`config.mk`:
```
export PLATFORM = sky130hd
export DESIGN_NAME = vram_fill_ctrl_flat
export DESIGN_NICKNAME = d
export VERILOG_FILES = /design/src/rtl/vram_fill_ctrl_pkg.sv /design/src/rtl/vram_fill_ctrl_if.sv /design/src/rtl/vram_fill_ctrl_fill_addr_gen.sv /design/src/rtl/vram_fill_ctrl.sv /design/src/flat_wrapper.sv
export SDC_FILE = /design/constraint.sdc
export NUM_CORES = 1
export LEC_CHECK = 0
export CELL_PAD_IN_SITES_DETAIL_PLACEMENT = 0
export CELL_PAD_IN_SITES_GLOBAL_PLACEMENT = 1
export CORE_MARGIN = 2
export CORE_UTILIZATION = 41
export CTS_CLUSTER_DIAMETER = 150
export CTS_CLUSTER_SIZE = 30
export DETAILED_ROUTE_END_ITERATION = 6
export PLACE_DENSITY_LB_ADDON = 0.25
export SKIP_LAST_GASP = 1
export SYNTH_ARGS = -nofsm -noshare
export SYNTH_HDL_FRONTEND = slang
export SYNTH_HIERARCHICAL = 1
export SYNTH_SLANG_ARGS = --single-unit
```
`constraint.sdc`:
```
create_clock -name clk -period 4.1 [get_ports clk]
set_input_delay 0.615 -clock clk [delete_from_list [all_inputs] [get_ports clk]]
set_output_delay 0.615 -clock clk [all_outputs]
set_load 0.03 [all_outputs]
```
`src/rtl/vram_fill_ctrl_pkg.sv`:
```
// Shared definitions for the VRAM fill controller and its neighbours
// (VGA timing, VRAM): screen geometry defaults, address/colour widths, FSM states.
package vram_fill_ctrl_pkg;

    localparam int unsigned H_RES_DEF   = 640;
    localparam int unsigned V_RES_DEF   = 480;
    localparam int unsigned COL_W       = 10;
    localparam int unsigned ROW_W       = 9;
    localparam int unsigned COLOR_W_DEF = 12;

    typedef enum logic [1:0] {
        IDLE = 2'd0,
        FILL = 2'd1,
        DONE = 2'd2
    } fill_state_t;

endpackage

```
`src/rtl/vram_fill_ctrl_if.sv`:
```
// Command channel, VRAM write port and status of the fill controller.
// master = command/arbiter side, slave = the fill controller itself.
interface vram_fill_ctrl_if
    import vram_fill_ctrl_pkg::*;
#(
    parameter int COLOR_W = COLOR_W_DEF
);
    logic               cmd_valid;
    logic               cmd_ready;
    logic [COL_W-1:0]   cmd_x0;
    logic [COL_W-1:0]   cmd_x1;
    logic [ROW_W-1:0]   cmd_y0;
    logic [ROW_W-1:0]   cmd_y1;
    logic [COLOR_W-1:0] cmd_color;
    logic               abort;
    logic               wr_allow;
    logic               we;
    logic [ROW_W-1:0]   w_row;
    logic [COL_W-1:0]   w_col;
    logic [COLOR_W-1:0] w_data;
    logic               busy;
    logic               done;
    logic               err;

    modport master (
        output cmd_valid, cmd_x0, cmd_x1, cmd_y0, cmd_y1, cmd_color, abort, wr_allow,
        input  cmd_ready, we, w_row, w_col, w_data, busy, done, err
    );

    modport slave (
        input  cmd_valid, cmd_x0, cmd_x1, cmd_y0, cmd_y1, cmd_color, abort, wr_allow,
        output cmd_ready, we, w_row, w_col, w_data, busy, done, err
    );

endinterface

```
`src/rtl/vram_fill_ctrl_fill_addr_gen.sv`:
```
// Raster-order row/column counter for a rectangle fill: loads the start corner
// and bounds, advances one pixel per step, holds while step is low.
module fill_addr_gen
    import vram_fill_ctrl_pkg::*;
(
    input  logic             clk,
    input  logic             rstn,
    input  logic             load,
    input  logic [COL_W-1:0] x0,
    input  logic [COL_W-1:0] x1,
    input  logic [ROW_W-1:0] y0,
    input  logic [ROW_W-1:0] y1,
    input  logic             step,
    output logic [ROW_W-1:0] row,
    output logic [COL_W-1:0] col,
    output logic             last
);
    logic [COL_W-1:0] x0_q;
    logic [COL_W-1:0] x1_q;
    logic [ROW_W-1:0] y1_q;

    // Load bounds/start on command, then walk columns and wrap to the next row.
    always_ff @(posedge clk or negedge rstn) begin
        if (!rstn) begin
            row  <= '0;
            col  <= '0;
            x0_q <= '0;
            x1_q <= '0;
            y1_q <= '0;
        end else if (load) begin
            row  <= y0;
            col  <= x0;
            x0_q <= x0;
            x1_q <= x1;
            y1_q <= y1;
        end else if (step) begin
            if (col != x1_q) begin
                col <= col + 1'b1;
            end else begin
                col <= x0_q;
                row <= row + 1'b1;
            end
        end
    end

    // Current address is the final pixel of the rectangle.
    always_comb begin
        last = (row == y1_q) && (col == x1_q);
    end

endmodule

```
`src/rtl/vram_fill_ctrl.sv`:
```
// Rectangle fill controller: accepts a fill command, validates and clips it
// to the screen, then writes the colour to every pixel in raster order
// whenever the VRAM write port is granted.
module vram_fill_ctrl
    import vram_fill_ctrl_pkg::*;
#(
    parameter int H_RES   = H_RES_DEF,
    parameter int V_RES   = V_RES_DEF,
    parameter int COLOR_W = COLOR_W_DEF
)(
    input  logic           clk,
    input  logic           rstn,
    vram_fill_ctrl_if.slave bus
);
    localparam logic [COL_W-1:0] X_MAX = COL_W'(H_RES - 1);
    localparam logic [ROW_W-1:0] Y_MAX = ROW_W'(V_RES - 1);

    fill_state_t        state;
    fill_state_t        state_nxt;
    logic               xfer;
    logic               cmd_bad;
    logic               load;
    logic               we_int;
    logic               last;
    logic               err_q;
    logic [COLOR_W-1:0] color_q;
    logic [COL_W-1:0]   x1_clip;
    logic [ROW_W-1:0]   y1_clip;
    logic [ROW_W-1:0]   row;
    logic [COL_W-1:0]   col;

    // Command handshake, validity check and clipping of the far corner.
    always_comb begin
        xfer    = bus.cmd_valid && (state == IDLE);
        cmd_bad = (bus.cmd_x0 > bus.cmd_x1) || (bus.cmd_y0 > bus.cmd_y1) ||
                  (int'(bus.cmd_x0) >= H_RES) || (int'(bus.cmd_y0) >= V_RES);
        load    = xfer && !cmd_bad;
        x1_clip = (int'(bus.cmd_x1) > H_RES - 1) ? X_MAX : bus.cmd_x1;
        y1_clip = (int'(bus.cmd_y1) > V_RES - 1) ? Y_MAX : bus.cmd_y1;
        we_int  = (state == FILL) && bus.wr_allow && !bus.abort;
    end

    fill_addr_gen u_addr (
        .clk  (clk),
        .rstn (rstn),
        .load (load),
        .x0   (bus.cmd_x0),
        .x1   (x1_clip),
        .y0   (bus.cmd_y0),
        .y1   (y1_clip),
        .step (we_int),
        .row  (row),
        .col  (col),
        .last (last)
    );

    // State register.
    always_ff @(posedge clk or negedge rstn) begin
        if (!rstn) begin
            state <= IDLE;
        end else begin
            state <= state_nxt;
        end
    end

    // Fill colour capture and one-cycle rejection pulse.
    always_ff @(posedge clk or negedge rstn) begin
        if (!rstn) begin
            color_q <= '0;
            err_q   <= 1'b0;
        end else begin
            err_q <= xfer && cmd_bad;
            if (load) begin
                color_q <= bus.cmd_color;
            end
        end
    end

    // Next-state logic; abort has priority over a granted write.
    always_comb begin
        state_nxt = state;
        unique case (state)
            IDLE: if (load) state_nxt = FILL;
            FILL: begin
                if (bus.abort) begin
                    state_nxt = IDLE;
                end else if (bus.wr_allow && last) begin
                    state_nxt = DONE;
                end
            end
            DONE:    state_nxt = IDLE;
            default: state_nxt = IDLE;
        endcase
    end

    // Outputs decoded from state plus the registered address/data.
    always_comb begin
        bus.cmd_ready = (state == IDLE);
        bus.busy      = (state != IDLE);
        bus.done      = (state == DONE);
        bus.err       = err_q;
        bus.we        = we_int;
        bus.w_row     = row;
        bus.w_col     = col;
        bus.w_data    = color_q;
    end

endmodule
```
`src/flat_wrapper.sv`:
```
// flat-port wrapper written by rule: the top's interface ports become plain ports
module vram_fill_ctrl_flat import vram_fill_ctrl_pkg::*;
#(
    parameter int H_RES   = H_RES_DEF,
    parameter int V_RES   = V_RES_DEF,
    parameter int COLOR_W = COLOR_W_DEF
)
  (clk, rstn, bus_cmd_valid, bus_cmd_x0, bus_cmd_x1, bus_cmd_y0, bus_cmd_y1, bus_cmd_color, bus_abort, bus_wr_allow, bus_cmd_ready, bus_we, bus_w_row, bus_w_col, bus_w_data, bus_busy, bus_done, bus_err);
  vram_fill_ctrl_if #(.COLOR_W(COLOR_W)) bus_i ();
  input  logic clk;
  input  logic rstn;
  input wire logic [$bits(bus_i.cmd_valid)-1:0] bus_cmd_valid;
  input wire logic [$bits(bus_i.cmd_x0)-1:0] bus_cmd_x0;
  input wire logic [$bits(bus_i.cmd_x1)-1:0] bus_cmd_x1;
  input wire logic [$bits(bus_i.cmd_y0)-1:0] bus_cmd_y0;
  input wire logic [$bits(bus_i.cmd_y1)-1:0] bus_cmd_y1;
  input wire logic [$bits(bus_i.cmd_color)-1:0] bus_cmd_color;
  input wire logic [$bits(bus_i.abort)-1:0] bus_abort;
  input wire logic [$bits(bus_i.wr_allow)-1:0] bus_wr_allow;
  output wire logic [$bits(bus_i.cmd_ready)-1:0] bus_cmd_ready;
  output wire logic [$bits(bus_i.we)-1:0] bus_we;
  output wire logic [$bits(bus_i.w_row)-1:0] bus_w_row;
  output wire logic [$bits(bus_i.w_col)-1:0] bus_w_col;
  output wire logic [$bits(bus_i.w_data)-1:0] bus_w_data;
  output wire logic [$bits(bus_i.busy)-1:0] bus_busy;
  output wire logic [$bits(bus_i.done)-1:0] bus_done;
  output wire logic [$bits(bus_i.err)-1:0] bus_err;
  assign bus_i.cmd_valid = bus_cmd_valid;
  assign bus_i.cmd_x0 = bus_cmd_x0;
  assign bus_i.cmd_x1 = bus_cmd_x1;
  assign bus_i.cmd_y0 = bus_cmd_y0;
  assign bus_i.cmd_y1 = bus_cmd_y1;
  assign bus_i.cmd_color = bus_cmd_color;
  assign bus_i.abort = bus_abort;
  assign bus_i.wr_allow = bus_wr_allow;
  assign bus_cmd_ready = bus_i.cmd_ready;
  assign bus_we = bus_i.we;
  assign bus_w_row = bus_i.w_row;
  assign bus_w_col = bus_i.w_col;
  assign bus_w_data = bus_i.w_data;
  assign bus_busy = bus_i.busy;
  assign bus_done = bus_i.done;
  assign bus_err = bus_i.err;
  vram_fill_ctrl #(.H_RES(H_RES), .V_RES(V_RES), .COLOR_W(COLOR_W)) u_core (.clk(clk), .rstn(rstn), .bus(bus_i));
endmodule
```
==> run metrics, run 1 <==
run status complete, no violations; clock input transition at the sequential cells of the worst setup and hold paths approximately 0.07 ns; CP Class primary input to flop; number of iterations in the first detailed-routing pass 5; leakage power figure 2.19 nW; initial antenna violation count 0; weighted congestion at the end of routability-driven global placement 0.876; Post-route DRC 0; unrepaired setup endpoints after global routing false; routed vias 3222; total number of H-tree levels 3; number of core rows 35; aggregate negative setup slack 0 ns; worst hold path type primary input to asynchronous set/reset pin; largest net degree at the start of global routing 44; most instantiated flip-flop cell in the synthesis netlist dfrtp_1; Syn Nets about 460; flops & latches, synth 63; final-report max-slew violation count 0; y dimension of the die 101 um; number of flops mapped to enable cells by yosys 0; areal power density over the cells 582 mW/mm2; leading cell types in the layout, fill and taps excluded clkdlybuf4s50_1 (89), dfrtp_1 (63), nand2_1 (35); setup fix buffers added after clock tree synthesis 0; Max Cap Violations 0; count of unique library cells instantiated by Yosys 53; sinks on the clock net 63; Critical Path, Cell by Cell clkdlybuf4s50_1 > inv_1 > ha_1 > a21oi_1 > o211ai_1 > nor4_1 > o221ai_2 > clkinv_1 > buf_4 > nor2_1 > a2bb2oi_1 > o31ai_1 > a21oi_1; die outline width 101 um; area share of the largest cell type after synthesis between 40 and 50%; iteration-0 DRC count of the detailed router 150; wire length of the first global-routing pass 16200 um; most common cell after layout, fill and taps aside clkdlybuf4s50_1; final core occ approximately 55%; Final Hold Vio Count 0; crit-path leading delay family buffers and inverters; Yosys Warn Count 6; # setup viols final 0; sequential-to-total area share from yosys stat 41.0%; data arrival at the endpoint of the critical path roughly 3.4 ns; via/cell ratio 5.46; Gate Count Post-Synth approximately 390; Skew-Pair Late Insertion Delay 0.34 ns; I/O pin count 91; number of gates resized after CTS 0; Avg WL per Cell about 17 um; slack of the worst reg-to-reg path about 1.6 ns; diode insertion count for antenna repair 0; total wire length after detailed routing 9950 um; Fin Clk Skew roughly 0.0090 ns; worst slew margin relative to its limit between 50% and 60%; cell repeated most along the worst path a21oi_1; Post-Synthesis Mean Instance Area between 9 and 10 um2; synth top area cells dfrtp_1 (41%), mux2_2 (8.2%), ha_1 (6.8%); worst-case clock buffer depth 2; ratio of final minimum period to clock period 76.6%; delay of the slowest cell on the worst path around 0.54 ns; area of the placeable core 0.00915 mm2; worst IR drop on VDD approximately 0.28 mV; FF-to-FF Start u_core/u_addr/col[4]; data required time of the worst path 4.36 ns; number of nets in the final layout 551; number of global-route vias before repair 3187; number of CTS-inserted buffers 9; slew at the pin closest to its max-slew limit 0.723 ns; Die Footprint 0.0102 mm2; CP max FO 43; Synth Cell Area around 0.0038 mm2; leading area contributor after synthesis dfrtp_1; number of antenna-violating nets in the routed design 0; CTS tree done; reg2reg path depth 6; buffers plus inverters on the worst setup path 4; overall global routing resource usage 20.8%; library cell contributing the largest single delay on the critical path clkdlybuf4s50_1; startpoint types primary input; kind of end point of the critical path flop; share of cells above drive strength 1 13.6%; number of buffers inserted by port buffering 90; RR Endpoint u_core/state[1]; minimum clock period after layout 3.14 ns; number of hold buffers added after cts 0; clk root buf clkbuf_8; starting utilization of the core area a little over two fifths; Max Fclk 319 MHz; estimated wirelength of the detail-placed design 7380 um; post-synthesis to final-layout area growth 30.0%; share of synthesized registers carrying an async set or reset 100%; global route total overflow 0
==> metal layers <==
| layer | part of all wire (%) | track usage, % | vias to the layer above |
|---|---|---|---|
| met2 | 44 | 31.5 | 111 |
| li1 | - | - | 1556 |
| met4 | 1.5 | 5.58 | 0 |
| met1 | 48 | 28.9 | 1543 |
| met5 | 0 | 0 | - |
| met3 | 7.3 | 6.17 | 12 |
==> final cells by class <==
class,instances,area [um2]
multi-input cells,271,2040
clock buffers,11,131
repair buffers,95,933
well taps,111,139
inverters,35,131
fillers,859,4150
flip-flops and latches,63,1580
clock inverters,4,47.5
==> worst reg2reg max path, cell delays in order (launching register included) <==
cell and delay [ns]:
dfrtp_1 0.48, xnor2_1 0.24, and4_4 0.30, nand3_1 0.46
nor4_1 0.57, and2_1 0.20, and3_1 0.15
==> report_power, final <==
group          leakage [nW]  switching, mW  total (mW)  internal (mW)
combinational          1.34          0.643        1.27          0.631
clock                0.0892          0.243       0.518          0.276
sequential            0.754          0.249        1.12          0.871
==> stage by stage <==
step / setup WS, ns / instances / area [um2] / power, mW / hold slack (ns)
2_1_floorplan: 0.953 / 387 / 3850 / 1.91 / 0.319
3_3_place_gp: 0.682 / 575 / 4820 / 2.38 / 0.486
3_5_place_dp: 0.621 / 575 / 4820 / 2.40 / 0.493
4_1_cts: 0.983 / 590 / 5000 / 2.94 / 0.328
5_1_grt: 0.669 / 590 / 5000 / 3.11 / 0.371
6_report: 0.960 / 590 / 5000 / 2.91 / 0.330
==> kinds of logic after synthesis <==
family	Yosys count	synth area share (%)
XOR/XNOR	21	4.98
multiplexers	43	13.1
adder cells (fa/ha/maj)	21	6.83
buffers and inverters	53	5.92
flip-flops	63	41.0
AO/OA/AOI/OAI	64	11.0
AND/OR/NAND/NOR	122	17.1
==> flip-flops by register name (all words and copies together) (netlist names) <==
name,cells
u_core/bus.w_data,12
u_core/bus.err,1
u_core/state,2
u_core/u_addr/x1_q,10
u_core/u_addr/col,10
u_core/u_addr/row,9
u_core/u_addr/x0_q,10
u_core/u_addr/y1_q,9
==> worst max-delay path by stage <==
stage	start	end	slack, ns	cells after the start
floorplan	bus_cmd_x1[9]	u_core/u_addr/x0_q[1]	0.95	11
global placement	bus_cmd_x1[9]	u_core/u_addr/col[5]	0.68	12
detailed placement	bus_cmd_x1[9]	u_core/u_addr/col[5]	0.62	12
CTS	bus_cmd_x1[9]	u_core/u_addr/col[5]	0.98	12
global route	bus_cmd_x1[9]	u_core/u_addr/col[6]	0.67	13
finish	bus_cmd_x1[9]	u_core/u_addr/col[6]	0.96	13
==> synth_stat cells (all sizes together), types with 2 or more instances <==
library cell,count
or3,3
dfrtp,63
inv,35
o21ai,20
nand2,36
and3,7
o31ai,6
nand2b,4
nor2,20
o31a,3
nand4,16
o221ai,3
nand3,10
xnor2,14
a32o,3
mux2,36
a21oi,11
xor2,7
a31oi,5
buf,8
o211ai,3
mux2i,7
nor3,5
and4,4
a211oi,3
and2,6
or4,4
ha,21
nor2b,2
nor4,4
clkbuf,10
Power figures use the tool's default switching activity.
==> run 2, diff against run 1 <==
Settings changed: CORE_UTILIZATION 41 to 35.
Clock period 4.1 ns to 2.8 ns, I/O delays scaled along.
==> run 2 against run 1 <==
  * Via count increased by 5.8%
  * Critical path type unchanged
  * Largest power group unchanged
  * Global-route usage decreased by 1.9 points
  * Core utilization decreased by 4.5 points
  * Clock skew decreased by 0.0018 ns
==> run metrics, run 2 (same netlist as run 1, synthesis figures left out) <==
final-report max-slew violation count 0; number of CTS-inserted buffers 9; number of buffers inserted by port buffering 90; final core occ 50.2%; Die Footprint 0.0118 mm2; CP max FO 13; placed inst area 0.00523 mm2; worst slew margin relative to its limit 56.5%; sinks on the clock net 63; RR Endpoint u_core/state[1]; Max Cap Violations 0; Max Fclk 376 MHz; number of nets in the final layout about 600; total number of H-tree levels 3; final standard cell area without fillers between 0.005 and 0.006 mm2; overall global routing resource usage 18.8%; diode insertion count for antenna repair 0; worst-case clock buffer depth 2; areal power density over the cells 793 mW/mm2; initial antenna violation count 0; worst hold path type primary input to asynchronous set/reset pin; non-filler instance count after layout 670; leading cell types in the layout, fill and taps excluded clkdlybuf4s50_1 (88), dfrtp_1 (63), buf_4 (55); number of iterations in the first detailed-routing pass 4; wire length of the first global-routing pass roughly 17000 um; flip-flop count of the largest register, all copies and words added 12; number of placed cells counting well taps between 600 and 700; area of combinational cells with multiple inputs 0.00205 mm2; number of global-route vias before repair ~3400; iteration-0 DRC count of the detailed router 171; kind of end point of the critical path flop; y dimension of the die ~110 um; share of cells above drive strength 1 22.8%; estimated wirelength of the detail-placed design 8240 um; run status complete, no violations; clock input transition at the sequential cells of the worst setup and hold paths 0.07 ns; via/cell ratio approximately 5; FF-to-FF Start u_core/u_addr/col[8]; unrepaired setup endpoints after global routing false; largest net degree at the start of global routing 28; leakage power figure 2.44 nW; CTS tree done; most common cell after layout, fill and taps aside clkdlybuf4s50_1; data required time of the worst path approximately 3.0 ns; Skew-Pair Late Insertion Delay 0.34 ns; startpoint types primary input; minimum clock period after layout 2.66 ns; Final Hold Vio Count 0; routed vias roughly 3400; # setup viols final 0; worst IR drop on VDD about 0.45 mV; Avg WL per Cell 15.6 um; total wire length after detailed routing 10500 um; post-synthesis to final-layout area growth 40.8%; number of antenna-violating nets in the routed design 0; clk root buf clkbuf_8; ratio of final minimum period to clock period 94.9%; weighted congestion at the end of routability-driven global placement approximately 0.88; die outline width 109 um; number of core rows 38; data arrival at the endpoint of the critical path 2.88 ns; filler cell count in the final layout 1050; CP Class primary input to flop; slack of the worst reg-to-reg path ~0.46 ns; Post-route DRC 0; reg2reg path depth 6; I/O pin count 91; area of the placeable core 0.0108 mm2; global route total overflow 0; Fin Clk Skew 0.00720 ns; starting utilization of the core area around 36%; number of hold buffers added after cts 0; slew at the pin closest to its max-slew limit 0.653 ns; sequential cell area 0.00158 mm2
run 2: cell count changes in the layout (fill, tap and decap cells not counted), moves of 2 or more:
cell,change
clkbuf_8,+2
inv_2,+2
clkinv_2,+2
buf_4,+50
run 2: power breakdown:
part	total (mW)	switching (mW)	internal, mW	leakage [nW]
Combinational	1.96	0.979	0.984	1.59
Clock	0.711	0.348	0.364	0.0959
Sequential	1.62	0.346	1.28	0.754
Total	4.30	1.67	2.62	2.44
run 2: worst max-delay path, stage by stage:
cell,delay [ns]
clkdlybuf4s50_1,0.48
inv_1,0.06
ha_1,0.29
nand4_1,0.15
or3_1,0.41
a21oi_2,0.21
o221ai_2,0.14
inv_2,0.14
buf_4,0.22
mux2_2,0.35
run 2: routing by layer:
layer  global-route usage (%)  routed length, um  share of wire (%)  vias to the layer above
met2                     30.5               4800                 46                      110
met1                     24.3               4730                 45                     1633
met3                     4.54                707                6.7                       14
met5                        0                  0                  0                        -
li1                         -                  -                  -                     1653
met4                     7.42                240                2.3                        0
run 2: repair_timing:
action                                  4_1_cts  5_1_grt
hold endpoints to repair                      0        0
setup buffers                                 0        1
endpoints found under the setup margin        0       25
gates resized for setup                       0        4
run 2: worst max path at each step:
stage                     cells after the start     startpoint                    end  slack, ns
after floorplan                              11  bus_cmd_x1[9]  u_core/u_addr/x0_q[1]       0.05
after global placement                       11  bus_cmd_y1[4]  u_core/u_addr/x1_q[1]      -0.18
after detailed placement                     11  bus_cmd_y1[4]  u_core/u_addr/x1_q[8]      -0.22
after CTS                                    13  bus_cmd_y1[4]   u_core/u_addr/col[5]       0.13
after global routing                         10  bus_cmd_x1[7]  u_core/u_addr/x1_q[7]      0.005
final                                        10  bus_cmd_x1[8]  u_core/u_addr/y1_q[4]       0.14
run 2: area by class of cell:
| type | count | share of cell area (%) |
|---|---|---|
| Timing Repair Buffer | 145 | 24.2 |
| Inverter | 35 | 2.43 |
| Sequential cell | 63 | 29.1 |
| Clock inverter | 4 | 0.370 |
| Multi-Input combinational cell | 271 | 37.8 |
| Clock buffer | 12 | 2.86 |
| Tap cell | 140 | 3.23 |
run 2: metrics by stage:
stage	setup WS (ns)	total power, mW	TNS, ns	hold slack, ns
floorplan	0.0499	2.80	0	0.124
global placement	-0.175	3.57	-5.83	0.485
detailed placement	-0.220	3.60	-8.48	0.489
CTS	0.128	4.34	0	0.122
global route	0.00527	4.60	0	0.149
finish	0.144	4.30	0	0.104
